[src/rtl/range_reporter.sv]
// Buffers one range-finder result and sends it off-die as a two-byte UART frame.
// Ports: clk, rst_n (sync, active-low), range_in/error_in/result_valid in,
//        clear_overrun in, tx/busy/overrun out.
module range_reporter #(
  parameter int          WIDTH        = 8,
  parameter int          CLKS_PER_BIT = 16,
  parameter logic [7:0]  STATUS_OK    = 8'hA5,
  parameter logic [7:0]  STATUS_ERR   = 8'hEE
) (
  input  logic             clk,
  input  logic             rst_n,
  input  logic [WIDTH-1:0] range_in,
  input  logic             error_in,
  input  logic             result_valid,
  input  logic             clear_overrun,
  output logic             tx,
  output logic             busy,
  output logic             overrun
);

  localparam int CW =
    (CLKS_PER_BIT > 1) ? $clog2(CLKS_PER_BIT) : 1;
  localparam logic [CW-1:0] BAUD_LAST =
    CW'(CLKS_PER_BIT - 1);

  typedef enum logic [1:0] {
    IDLE, START, DATA, STOP
  } state_e;

  state_e        state_q, state_d;
  logic          hold_full_q, hold_full_d;
  logic          hold_err_q, hold_err_d;
  logic [7:0]    hold_rng_q, hold_rng_d;
  logic [7:0]    byte0_q, byte0_d;
  logic [7:0]    byte1_q, byte1_d;
  logic          idx_q, idx_d;
  logic [2:0]    bit_q, bit_d;
  logic [CW-1:0] baud_q, baud_d;
  logic          tx_q, tx_d;
  logic          ovr_q, ovr_d;

  logic          baud_end;
  logic          drain;
  logic [7:0]    cur_byte;
  logic [2:0]    nxt_bit;

  always_comb begin
    baud_end = (baud_q == BAUD_LAST);
    drain    = (state_q == IDLE) && hold_full_q;
    cur_byte = idx_q ? byte1_q : byte0_q;
    nxt_bit  = bit_q + 3'd1;

    state_d     = state_q;
    hold_full_d = hold_full_q;
    hold_err_d  = hold_err_q;
    hold_rng_d  = hold_rng_q;
    byte0_d     = byte0_q;
    byte1_d     = byte1_q;
    idx_d       = idx_q;
    bit_d       = bit_q;
    baud_d      = baud_q + CW'(1);
    tx_d        = tx_q;
    ovr_d       = ovr_q;

    unique case (state_q)
      IDLE: begin
        baud_d = '0;
        if (drain) begin
          byte0_d = hold_err_q ? STATUS_ERR : STATUS_OK;
          byte1_d = hold_rng_q;
          idx_d   = 1'b0;
          state_d = START;
          tx_d    = 1'b0;
        end
      end
      START: begin
        if (baud_end) begin
          state_d = DATA;
          bit_d   = 3'd0;
          baud_d  = '0;
          tx_d    = cur_byte[0];
        end
      end
      DATA: begin
        if (baud_end) begin
          baud_d = '0;
          if (bit_q == 3'd7) begin
            state_d = STOP;
            tx_d    = 1'b1;
          end else begin
            bit_d = nxt_bit;
            tx_d  = cur_byte[nxt_bit];
          end
        end
      end
      STOP: begin
        if (baud_end) begin
          baud_d = '0;
          if (!idx_q) begin
            // status byte done: range byte follows with no gap
            idx_d   = 1'b1;
            state_d = START;
            tx_d    = 1'b0;
          end else begin
            state_d = IDLE;
          end
        end
      end
      default: state_d = IDLE;
    endcase

    // hold register: a drain on this edge frees the slot for a new capture
    if (drain) hold_full_d = 1'b0;
    if (result_valid) begin
      if (!hold_full_q || drain) begin
        hold_full_d = 1'b1;
        hold_err_d  = error_in;
        hold_rng_d  = 8'(range_in);
      end
    end

    // set beats clear when both land on the same edge
    if (result_valid && hold_full_q && !drain)
      ovr_d = 1'b1;
    else if (clear_overrun)
      ovr_d = 1'b0;
  end

  always_ff @(posedge clk) begin
    if (!rst_n) begin
      state_q     <= IDLE;
      hold_full_q <= 1'b0;
      hold_err_q  <= 1'b0;
      hold_rng_q  <= '0;
      byte0_q     <= '0;
      byte1_q     <= '0;
      idx_q       <= 1'b0;
      bit_q       <= '0;
      baud_q      <= '0;
      tx_q        <= 1'b1;
      ovr_q       <= 1'b0;
    end else begin
      state_q     <= state_d;
      hold_full_q <= hold_full_d;
      hold_err_q  <= hold_err_d;
      hold_rng_q  <= hold_rng_d;
      byte0_q     <= byte0_d;
      byte1_q     <= byte1_d;
      idx_q       <= idx_d;
      bit_q       <= bit_d;
      baud_q      <= baud_d;
      tx_q        <= tx_d;
      ovr_q       <= ovr_d;
    end
  end

  assign tx      = tx_q;
  assign busy    = hold_full_q || (state_q != IDLE);
  assign overrun = ovr_q;

endmodule

[config.mk]
export PLATFORM = sky130hd
export DESIGN_NAME = range_reporter
export DESIGN_NICKNAME = d
export VERILOG_FILES = /design/src/rtl/range_reporter.sv
export SDC_FILE = /design/constraint.sdc
export NUM_CORES = 1
export LEC_CHECK = 0
export ABC_AREA = 1
export CORE_AREA = 2 2 59 61
export DETAILED_ROUTE_END_ITERATION = 12
export DIE_AREA = 0 0 61 63
export MAX_ROUTING_LAYER = met4
export PLACE_DENSITY = 0.69
export SLEW_MARGIN = 30
export SYNTH_ARGS = -nofsm -noshare
export SYNTH_HDL_FRONTEND = slang
export SYNTH_SLANG_ARGS = --single-unit
[constraint.sdc]
create_clock -name clk -period 1.6 [get_ports clk]
set_clock_uncertainty 0.15 [all_clocks]
set_input_delay 0.48 -clock clk [delete_from_list [all_inputs] [get_ports clk]]
set_output_delay 0.48 -clock clk [all_outputs]
set_load 0.01 [all_outputs]
## Yosys cells after proc, flatten, opt, wreduce, memory -nomap -nowiden

Index checks and enable logic that the tools add are counted.

- Input bits: 13
- Word-level logic and storage cells: 76
- Output and inout bits: 3
- Register bits after elaboration: 38

- $add $sub $neg: 2
- Mux-type cells: 31
- Eq/ne operators: 12
- Reduce and logical (&&, ||, !) cells: 19
- Magnitude comparators: 1

Operators by type and width:

| cell | number |
|---|---|
| 1-bit 2-to-1 mux | 14 |
| 2-bit != test (second input constant) | 7 |
| 2-bit 2-to-1 mux | 5 |
| 5-bit AND reduction | 2 |
| 3-bit 2-to-1 mux | 3 |
| 8-bit 2-to-1 mux | 1 |
| 2-bit case mux with 4 select lines | 1 |
| 4-bit case mux with 2 select lines | 1 |
| 2-bit nonzero test | 4 |
| 7-bit 2-to-1 mux | 1 |
| 3-bit case mux with 2 select lines | 1 |
| 4-bit by 1-bit adder with 4-bit output (second input constant) | 1 |
| 2-bit == test (second input constant) | 2 |
| 4-bit == test (second input constant) | 1 |
| 3-bit by 4-bit less-than comparator with 1-bit output (second input constant) | 1 |
| 4-bit 2-to-1 mux | 1 |
| 1-bit case mux with 4 select lines | 1 |
| 2-bit AND reduction | 2 |
| 4-bit AND reduction | 1 |
| 3-bit by 1-bit adder with 3-bit output (second input constant) | 1 |
| 1-bit binary-select mux with 3-bit select | 1 |
| 3-bit == test (second input constant) | 1 |
| 1-bit logical AND | 3 |
| 3-bit AND reduction | 1 |
| 6 further kinds | 8 |

## Logic depth before layout (Yosys ltp)

- Word-level depth: 6
- Mapped depth: 13
- Depth with buffers taken out: 13

## Least setup slack after synthesis

Ideal clock, no wire load.

- Path type: register to register
- Start point: register state_q[0]
- End point: register state_q[0]
- Setup time: 119 ps
- Period minus slack after synthesis: 1,616 ps
- Data required time: 1,331 ps
- Path buffers: 0
- Path slack: -16 ps
- Stages on the path, launching flop included: 11
- Arrival time: 1,347 ps
- Path through: dfxtp_1 -> inv_1 -> ha_1 -> inv_1 -> nor2_1 -> inv_1 -> nand4_1 -> a21oi_1 -> nor2_1 -> nor2_1 -> nor2_1

- Longest elaborated chain between the ends: 4
- Elaborated cells between the ends (all ways): 12
- Those cells by class: eq/ne: 8; mux: 1; reduce/logical: 3

Ends and longest elaborated chain:

| element | line | source |
|---|---|---|
| from (decl) | 30 | `state_e state_q, state_d;` |
| from (signal assigned) | 143 | `state_q <= state_d;` |
| 2-bit zero test | 49, 65 |  |
| 1-bit logical AND | 49 | `drain = (state_q == IDLE) && hold_full_q;` |
| 2-bit != test (no source line) | n/a |  |
| 5-bit AND reduction (no source line) | n/a |  |

Parallel ways exist; a longest one is shown, timed or not.
A chain may end at the register's enable or synchronous reset.

## Final worst setup path

- Start point: register state_q[0]
- End point: output port busy

- Longest elaborated chain between the ends: 2

Ends and longest elaborated chain:

| element | line | source |
|---|---|---|
| 2-bit nonzero test | 158 | `assign busy = hold_full_q \|\| (state_q != IDLE);` |
| 1-bit logical OR | 158 |  |
| to (decl) | 17 | `output logic busy,` |

No other way between the ends.

==> flow_summary.yaml <==
pwr:
  power_density_mw_per_mm2: 1180
  max-vdd-ir-drop_mv: 0.729
  leakage_uw: 0.000957
  power_uw: 2520
floorplanning:
  dieArea_mm2: 0.00384
  floorplan.initialDensity_pct: 46.8
  core-area_mm2: 0.00323
  die_x_um: 61
  die_h_um: 63
  ios: 16
  fp-row-count: 21
clocking:
  max-clock-path-buffers: 2
  tritoncts: "done"
  clockRootBuffer: "clkbuf_4"
  clock_latency_ps: 340
  clk_pin_slew_worst_paths_ps: 120
  clock-sinks: 33
  htreeDepth: 2
  numCtsBuffers: 5
  hold_buffers: 0
timing:
  finalSetupViolCount: 3
  rsz0062_at_grt: "true"
  drv_slew: 0
  relSlewSlack_pct: 86.4
  fin_crit_ps: 1850
  timing.final.crit_share_pct: 115
  max_freq_ghz: 0.542
  worst_pin_slew_ps: 203
  fin_setup_tns_ps: -347
  final-hold-violation-count: 0
  hold_slack_ps: 315
  setup_slack_ps: -245
logic_synthesis:
  netlist_area_mm2: 0.00151
  yosys_warnings: 0
  synthCells: 217
  synth_cell_type_count: 18
  synthArstFlopShare_pct: 0
  synth_flop_cell: "dfxtp_1"
  synth_edf_count: 0
  synth.ff_latch_count: 33
  synth.avg_cell_area_um2: 6.97
  synth-seq-area-share_pct: 43.7
  synth_nets: 238
place:
  hpwl_mm: 2.15
  numPortBuffers: 15
  gp_congestion: 0.800
  dp_slack_ps: -309
route:
  wl_per_cell_um: 10.9
  viasPerCell: 4.63
  first_iter_violations: 49
  wirelength_mm: 3.39
  drc: 0
  via_count: 1434
  first_pass_iters: 4
  final_antenna_net_count: 0
global_route:
  antenna_found_initial: 0
  globalRouteTotalUtil_pct: 19.1
  grt_first_pass_wirelength_mm: 5.41
  first_global_vias: 1311
  grt_max_degree: 19
  gr-total-overflow: 0
job:
  cap_violations: 0
setup_path:
  required_ps: 970
  critical_path_arrival_ps: 1220
  r2r_cells: 11
  end_kind: "primary output"
  worstSetupPathType: "reg2out"
  ff2ff_setup_slack_ps: -100
  timing.rr.start: "state_q[0]$_SDFFE_PN0P_"
  rr_endpoint: "state_q[0]$_SDFFE_PN0P_"
  setup.worst_path.start_class: "flop"
  critPathMaxFanout: 2
min_path:
  hold_end: "overrun$_SDFFE_PN0P_"
  min-delay-start: "overrun$_SDFFE_PN0P_"
  holdPathStages: 2
  hold_path_class: "reg2reg"
cells_and_area:
  n_antenna_cell: 0
  layout-drive-gt1-share_pct: 27.7
  multi_input_area_um2: 873
  seq_area_um2: 663
  fill_cells: 302
  mostFrequentLayoutCells: "nor2_1, nand2_1, dfxtp_1, buf_4, inv_1"
  area_delta_synth_final_pct: 41.1
  fin_nets: 285
  final_common_cell: "nor2_1"
status:
  violations: "negative setup slack"
  status: "finished, violations left"
==> logic make-up (layout without fill, tap and decap cells) <==
| logic type | Yosys count | after routing | share of synthesized area, % |
|---|---|---|---|
| buf+inv | 29 | 76 | 7.53 |
| flops | 33 | 33 | 43.7 |
| fa+ha+maj | 8 | 8 | 6.62 |
| simple gates | 109 | 109 | 28.6 |
| xor+xnor | 1 | 1 | 0.580 |
| compound gates | 37 | 37 | 12.9 |
==> worst max path at each step <==
stage | from | to | slack (ps)
after floorplan | state_q[0]$_SDFFE_PN0P_ | state_q[0]$_SDFFE_PN0P_ | 5
after global placement | state_q[0]$_SDFFE_PN0P_ | busy | -280
after detailed placement | state_q[0]$_SDFFE_PN0P_ | busy | -310
after CTS | state_q[1]$_SDFFE_PN0P_ | busy | -250
after global routing | state_q[0]$_SDFFE_PN0P_ | busy | -300
final | state_q[0]$_SDFFE_PN0P_ | busy | -250
==> routing by layer <==
layer  track usage [%]  vias up  share of wire, %  routed length [um]
met1              22.0      631                45                1520
met4              5.71        0               1.3                  45
met3              5.59        5               2.9                  97
met5                 -        -                 0                   0
li1                  -      777                 -                   -
met2              31.3       21                51                1720
==> cells in the mapped netlist, types with 3 or more instances <==
cell       n  area share [%]
clkinv_1   3            0.74
a21oi_1   13             4.3
nand2_1   44              11
ha_1       8             6.6
inv_1     21             5.2
nor2_1    52              13
dfxtp_1   33              44
nand3_1   10             3.3
clkbuf_1   3            0.74
o21ai_0   22             7.3
==> critical path, stage by stage, from the launching register on <==
cell     delay (ps)
dfxtp_2         360
inv_4            70
ha_4            140
inv_2            40
nor2_2           90
inv_1            50
buf_2           130
==> state kept, by name, indices dropped and copies added, names as in the netlist <==
name	cells
byte0_q	3
tx	1
hold_err_q	1
overrun	1
hold_full_q	1
byte1_q	8
state_q	2
idx_q	1
baud_q	4
hold_rng_q	8
bit_q	3
==> layout make-up <==
class / count / area share [%]
Multi-Input combinational cell: 155 / 41.0
Clock buffer: 6 / 2.41
Tap cell: 46 / 2.70
Clock inverter: 1 / 0.352
Timing Repair inverter: 2 / 0.587
Timing Repair Buffer: 42 / 16.9
Sequential cell: 33 / 31.1
Inverter: 25 / 4.99
==> stage by stage <==
step | utilization, % | cell area (um^2) | instances
floorplan | - | 1510 | 217
global placement | 57.5 | 1860 | 295
detailed placement | 57.5 | 1860 | 295
CTS | 61.2 | 1980 | 305
global route | 66.0 | 2130 | 310
finish | 66.0 | 2130 | 310
==> what timing repair did <==
item | CTS | global route
gates cloned | 0 | 2
gates resized for setup | 22 | 40
pin swaps | 5 | 16
buffers inserted | 3 | 5
setup endpoints to repair | 11 | 18
endpoints found under the hold margin | 0 | 0
==> report_power, final <==
group / internal (uW) / total [uW] / leakage [uW] / switching (uW)
sequential: 951 / 1020 / 0.000272 / 68.7
combinational: 479 / 997 / 0.000655 / 518
clock: 206 / 501 / 0.0000303 / 296
total: 1640 / 2520 / 0.000957 / 882
(Power assumes the default switching activity.)
